<file path="config.mk">
export PLATFORM = sky130hd
export DESIGN_NAME = float_multiplier
export DESIGN_NICKNAME = d
export VERILOG_FILES = /design/src/rtl/float_multiplier_pkg.sv /design/src/rtl/float_multiplier.sv
export SDC_FILE = /design/constraint.sdc
export NUM_CORES = 2
export LEC_CHECK = 0
export BUFFER_PORTS_ARGS = -buffer_cell sky130_fd_sc_hd__buf_2
export CAP_MARGIN = 10
export CORE_ASPECT_RATIO = 0.8
export CORE_MARGIN = 3
export CORE_UTILIZATION = 28
export CTS_CLUSTER_SIZE = 12
export DETAILED_ROUTE_END_ITERATION = 7
export SLEW_MARGIN = 30
export SYNTH_ARGS = -nofsm -noshare
export SYNTH_HDL_FRONTEND = slang
export SYNTH_SLANG_ARGS = --single-unit
</file>
<file path="constraint.sdc">
create_clock -name i_CLK -period 11.6 [get_ports i_CLK]
set_input_delay 2.32 -clock i_CLK [delete_from_list [all_inputs] [get_ports i_CLK]]
set_output_delay 2.32 -clock i_CLK [all_outputs]
set_load 0.01 [all_outputs]
</file>
<file path="src/rtl/float_multiplier_pkg.sv">
// Shared constants, state encoding and exponent helper for the binary32 multiplier.
// Consumed by float_multiplier; see that file for the FLOAT_MUL_FTZ_EN build option.
package float_multiplier_pkg;

    typedef enum logic [3:0] {
        ST_GET_A,
        ST_GET_B,
        ST_UNPACK,
        ST_SPECIAL,
        ST_NORM_A,
        ST_NORM_B,
        ST_MUL_0,
        ST_MUL_1,
        ST_NORM_1,
        ST_NORM_2,
        ST_ROUND,
        ST_PACK,
        ST_PUT_Z
    } state_t;

    localparam logic signed [9:0] EXP_BIAS  = 10'sd127;
    localparam logic signed [9:0] E_MIN     = -10'sd126;
    localparam logic signed [9:0] E_MAX     = 10'sd127;
    localparam logic signed [9:0] E_SPECIAL = 10'sd128;

    localparam logic [31:0] INF          = 32'h7F80_0000;
    localparam logic [31:0] QNAN_DEFAULT = 32'h7FC0_0000;

    // Exponent field 0 encodes denormals, which share the minimum normal exponent.
    function automatic logic signed [9:0] unpack_exp(input logic [7:0] field);
        if (field == 8'd0) begin
            return E_MIN;
        end
        return $signed({2'b00, field}) - EXP_BIAS;
    endfunction

endpackage

</file>
<file path="src/rtl/float_multiplier.sv">
// IEEE-754 binary32 multiplier, one operation in flight, STB/ACK handshake on every port.
// Define FLOAT_MUL_FTZ_EN to flush denormal inputs and results to signed zero.
module float_multiplier
    import float_multiplier_pkg::*;
#(
    parameter logic [31:0] P_QNAN = QNAN_DEFAULT
) (
    input  logic        i_CLK,
    input  logic        i_RST,
    input  logic [31:0] i_A,
    input  logic        i_A_STB,
    output logic        o_A_ACK,
    input  logic [31:0] i_B,
    input  logic        i_B_STB,
    output logic        o_B_ACK,
    output logic [31:0] o_Z,
    output logic        o_Z_STB,
    input  logic        i_Z_ACK
);

    state_t             state_q;
    logic [31:0]        a_q, b_q, z_q;
    logic [23:0]        a_m_q, b_m_q, z_m_q;
    logic signed [9:0]  a_e_q, b_e_q, z_e_q;
    logic               a_s_q, b_s_q, z_s_q;
    logic               guard_q, round_q, sticky_q;
    logic [47:0]        prod_q;

    logic               a_nan, b_nan, a_inf, b_inf, a_zero, b_zero;
    logic [47:0]        prod_d;
    logic [24:0]        z_m_rnd_d;
    logic signed [9:0]  z_e_biased_d;

    assign a_nan = (a_e_q == E_SPECIAL) && (a_m_q[22:0] != 23'd0);
    assign b_nan = (b_e_q == E_SPECIAL) && (b_m_q[22:0] != 23'd0);
    assign a_inf = (a_e_q == E_SPECIAL) && (a_m_q[22:0] == 23'd0);
    assign b_inf = (b_e_q == E_SPECIAL) && (b_m_q[22:0] == 23'd0);
`ifdef FLOAT_MUL_FTZ_EN
    // A clear hidden bit means exponent field 0, so denormals count as zero here.
    assign a_zero = !a_m_q[23];
    assign b_zero = !b_m_q[23];
`else
    assign a_zero = (a_m_q == 24'd0);
    assign b_zero = (b_m_q == 24'd0);
`endif

    assign prod_d       = {24'd0, a_m_q} * {24'd0, b_m_q};
    assign z_m_rnd_d    = {1'b0, z_m_q} + 25'd1;
    assign z_e_biased_d = z_e_q + EXP_BIAS;

    // NOTE: only the handshake outputs and state are reset; datapath registers are
    // always written before use, so leaving them unreset keeps the reset fan-out small.
    always_ff @(posedge i_CLK) begin
        if (i_RST) begin
            state_q <= ST_GET_A;
            o_A_ACK <= 1'b0;
            o_B_ACK <= 1'b0;
            o_Z_STB <= 1'b0;
            o_Z     <= 32'd0;
        end else begin
            case (state_q)
                ST_GET_A: begin
                    o_A_ACK <= 1'b1;
                    if (o_A_ACK && i_A_STB) begin
                        a_q     <= i_A;
                        o_A_ACK <= 1'b0;
                        state_q <= ST_GET_B;
                    end
                end
                ST_GET_B: begin
                    o_B_ACK <= 1'b1;
                    if (o_B_ACK && i_B_STB) begin
                        b_q     <= i_B;
                        o_B_ACK <= 1'b0;
                        state_q <= ST_UNPACK;
                    end
                end
                ST_UNPACK: begin
                    a_m_q   <= {|a_q[30:23], a_q[22:0]};
                    b_m_q   <= {|b_q[30:23], b_q[22:0]};
                    a_e_q   <= unpack_exp(a_q[30:23]);
                    b_e_q   <= unpack_exp(b_q[30:23]);
                    a_s_q   <= a_q[31];
                    b_s_q   <= b_q[31];
                    state_q <= ST_SPECIAL;
                end
                ST_SPECIAL: begin
                    z_s_q   <= a_s_q ^ b_s_q;
                    state_q <= ST_PUT_Z;
                    if (a_nan || b_nan || (a_inf && b_zero) || (b_inf && a_zero)) begin
                        z_q <= P_QNAN;
                    end else if (a_inf || b_inf) begin
                        z_q <= {a_s_q ^ b_s_q, INF[30:0]};
                    end else if (a_zero || b_zero) begin
                        z_q <= {a_s_q ^ b_s_q, 31'd0};
                    end else begin
`ifdef FLOAT_MUL_FTZ_EN
                        state_q <= ST_MUL_0;
`else
                        state_q <= ST_NORM_A;
`endif
                    end
                end
                ST_NORM_A: begin
                    if (a_m_q[23]) begin
                        state_q <= ST_NORM_B;
                    end else begin
                        a_m_q <= {a_m_q[22:0], 1'b0};
                        a_e_q <= a_e_q - 10'sd1;
                    end
                end
                ST_NORM_B: begin
                    if (b_m_q[23]) begin
                        state_q <= ST_MUL_0;
                    end else begin
                        b_m_q <= {b_m_q[22:0], 1'b0};
                        b_e_q <= b_e_q - 10'sd1;
                    end
                end
                ST_MUL_0: begin
                    prod_q  <= prod_d;
                    z_e_q   <= a_e_q + b_e_q + 10'sd1;
                    state_q <= ST_MUL_1;
                end
                ST_MUL_1: begin
                    z_m_q    <= prod_q[47:24];
                    guard_q  <= prod_q[23];
                    round_q  <= prod_q[22];
                    sticky_q <= |prod_q[21:0];
                    state_q  <= ST_NORM_1;
                end
                ST_NORM_1: begin
                    if (!z_m_q[23] && (z_e_q > E_MIN)) begin
                        z_m_q   <= {z_m_q[22:0], guard_q};
                        guard_q <= round_q;
                        round_q <= 1'b0;
                        z_e_q   <= z_e_q - 10'sd1;
                    end else begin
                        state_q <= ST_NORM_2;
                    end
                end
                ST_NORM_2: begin
                    // Underflow: shift toward the denormal range, folding lost bits into sticky.
                    if (z_e_q < E_MIN) begin
                        z_m_q    <= {1'b0, z_m_q[23:1]};
                        guard_q  <= z_m_q[0];
                        round_q  <= guard_q;
                        sticky_q <= sticky_q | round_q;
                        z_e_q    <= z_e_q + 10'sd1;
                    end else begin
                        state_q <= ST_ROUND;
                    end
                end
                ST_ROUND: begin
                    if (guard_q && (round_q || sticky_q || z_m_q[0])) begin
                        z_m_q <= z_m_rnd_d[23:0];
                        if (z_m_rnd_d[24]) begin
                            z_e_q <= z_e_q + 10'sd1;
                        end
                    end
                    state_q <= ST_PACK;
                end
                ST_PACK: begin
                    state_q <= ST_PUT_Z;
                    if (z_e_q > E_MAX) begin
                        z_q <= {z_s_q, INF[30:0]};
                    end else if ((z_e_q == E_MIN) && !z_m_q[23]) begin
`ifdef FLOAT_MUL_FTZ_EN
                        z_q <= {z_s_q, 31'd0};
`else
                        z_q <= {z_s_q, 8'd0, z_m_q[22:0]};
`endif
                    end else begin
                        z_q <= {z_s_q, z_e_biased_d[7:0], z_m_q[22:0]};
                    end
                end
                ST_PUT_Z: begin
                    o_Z_STB <= 1'b1;
                    o_Z     <= z_q;
                    if (o_Z_STB && i_Z_ACK) begin
                        o_Z_STB <= 1'b0;
                        state_q <= ST_GET_A;
                    end
                end
                default: begin
                    state_q <= ST_GET_A;
                end
            endcase
        end
    end

endmodule

</file>
==> results.ini <==
[routing]
drtIter0Drc=2214
drc_errors=0
wl_met1_um=44000
wire_per_inst_um=18.6
highest_layer=met5
vias=23624
met2_length_um=36800
drt_wl_total_um=92200
ant_nets=0
wl_met3_um=9470
viasPerCell=4.76
drtPass1Iterations=5

[sta]
fin_crit_ns=7.67
rsz0062_at_grt=no
period_share_pct=66.2
fin_ws_ns=3.93
finalSetupTns_ns=0
setup_violations=0
relSlewSlack_pct=44.2
hold_viol=0
fmax_mhz=130
finClkSkew_ns=0.0367
worst_pin_slew_ns=0.835
final_max_slew_viol_count=0

[clock_tree]
cts_hold_buf=0
insertion_delay_ns=0.63
cts_repair_resize_count=0
cts_sinks=291
cts_inserted_buffers=30
cts_tree=built
path_clk_slew_ns=0.06
cts_setup_buffers=0
htree_num_levels=1
cts_buffer_depth=3
clockRootBuffer=clkbuf_16

[setup_path]
path_class=flip-flop to flip-flop
critPathTopFamily=adder cells
arrival_ns=8.01
path_cells=buf_8 -> nand2_1 -> fa_1 -> inv_1 -> fa_1 -> inv_1 -> fa_1 -> fa_1 -> inv_1 -> fa_1 -> fa_1 -> inv_1 -> fa_1 -> inv_1 -> ha_1 -> a21oi_1 -> o41ai_2 -> a31o_1 -> a311o_1 -> o21ai_2 -> a21oi_2 -> o31ai_4 -> o21ba_4 -> o311ai_2
crit_path_max_incr_delay_ns=0.78
rr_worst_depth=24
startpoint=b_m_q[3]
r2r_end=prod_q[47]
regToRegSetupSlack_ns=3.93
worstPathRequired_ns=11.93
cp_common_cell=fa_1
critPathSlowestCell=edfxtp_1
worstSetupStartpointType=flip-flop
cp-end-kind=flip-flop
crit_end=prod_q[47]
worst-path-buf-inv=6
crit_fanout=15
timing.rr.start=b_m_q[3]
path_depth=24

[die]
dieArea_mm2=0.120
fp.dieH_um=311
rows=111
die-width_um=387
io_pins=104
initial_core_util_pct=28.3
coreArea_mm2=0.115

[synthesis]
synth.avg_cell_area_um2=9.57
syn_nets=4154
synthFlopType=edfxtp_1
ys_seq_area_share_pct=25.7
synth-edff-count=252
async_flop_share_pct=0
ys_seq_elements=291
netlist_area_mm2=0.0325
yosys_warnings=0
ys_types=74
synthCells=3399

[global_route]
grt_max_degree=88
overflow=0
grt_pass1_wl_um=144000
grt_pass1_vias=24064
antenna_found_initial=3
grtUsageTotal_pct=15.2

[cells_and_area]
syn_to_final_growth_pct=10.1
final_nets=4170
layout-drive-gt1-share_pct=7.14
final_common_cell=inv_1
final_cell_mix=inv_1 (570), nand2_1 (491), fa_1 (484)

[hold_path]
hp-class=flip-flop to flip-flop

[status]
status=completed

[placement]
gp_congestion=0.894
hpwlAfterDp_um=67800
io_buffers=103
post-place-ws_ns=3.92

[run]
drv_cap=0

flip-flops by register name, summed over array words and instances, names as in the netlist, 4 cells and up:
name	cells
b_e_q	10
a_m_q	24
state_q	4
b_q	32
z_q	32
z_e_q	10
a_e_q	10
z_m_q	24
a_q	32
o_Z	32
b_m_q	24
prod_q	48
kinds of logic (layout without fill, tap and decap cells):
logic type                 count (synthesis)  count (layout)  share of synthesized area, %
muxes                                      9               9                         0.277
DFF                                      291             291                          25.7
and+or+nand+nor                         1125            1125                          17.0
buffers and inverters                    754             787                          8.77
adders and majority gates                686             686                          37.5
AOI/OAI and AO/OA                        436             436                          8.13
other                                      0               3                             0
xor gates and xnor gates                  98              98                          2.64
worst min path at each step:
| stage | slack, ns | startpoint | end | cells after the start |
|---|---|---|---|---|
| 2_1_floorplan | 0.40 | a_q[31] | a_s_q | 0 |
| 3_3_place_gp | 0.41 | a_q[31] | a_s_q | 0 |
| 3_5_place_dp | 0.41 | b_q[31] | b_s_q | 0 |
| 4_1_cts | 0.41 | b_q[31] | b_s_q | 0 |
| 5_1_grt | 0.42 | b_q[31] | b_s_q | 0 |
| 6_report | 0.42 | b_q[31] | b_s_q | 0 |
cells in the mapped netlist, drive strengths merged, types with 34 or more instances:
cell type,n,share of area (%)
edfxtp,252,23
nand2b,60,1.2
a21o,36,0.83
and2,320,6.2
nand3,34,0.52
ha,202,7.8
xor2,38,1.0
o21ai,138,2.1
inv,570,6.6
nor2,86,1.0
a21oi,159,2.5
nor3,42,0.65
clkbuf,165,1.9
dfxtp,39,2.4
xnor2,60,1.6
fa,484,30
nand2,492,5.7
area by class of cell:
cell class | count | area [um2]
Fill cell | 11942 | 79200
Sequential cell | 291 | 8350
Antenna cell | 3 | 7.51
Clock inverter | 5 | 104
Timing Repair Buffer | 168 | 1060
Multi-Input combinational cell | 2354 | 21400
Tap cell | 1525 | 1910
Inverter | 570 | 2140
Clock buffer | 44 | 853
per-stage QoR:
| stage | cells | instance area [um2] | hold WS [ns] | utilization (%) |
|---|---|---|---|---|
| floorplan | 3399 | 32500 | 0.400 | - |
| global placement | 4900 | 34700 | 0.414 | 30.2 |
| detailed placement | 4906 | 34800 | 0.405 | 30.3 |
| CTS | 4955 | 35800 | 0.407 | 31.1 |
| global route | 4957 | 35800 | 0.422 | 31.1 |
| finish | 4960 | 35800 | 0.423 | 31.1 |
routing by layer:
| metal | vias up | track usage [%] |
|---|---|---|
| met5 | - | 0 |
| met4 | 2 | 3.25 |
| met3 | 127 | 4.64 |
| met2 | 902 | 21.2 |
| met1 | 11827 | 23.0 |
| li1 | 10766 | - |
Power is left out: the tool's default activity adds up to more than one toggle a clock period on the data nets, which glitch-free logic cannot reach.
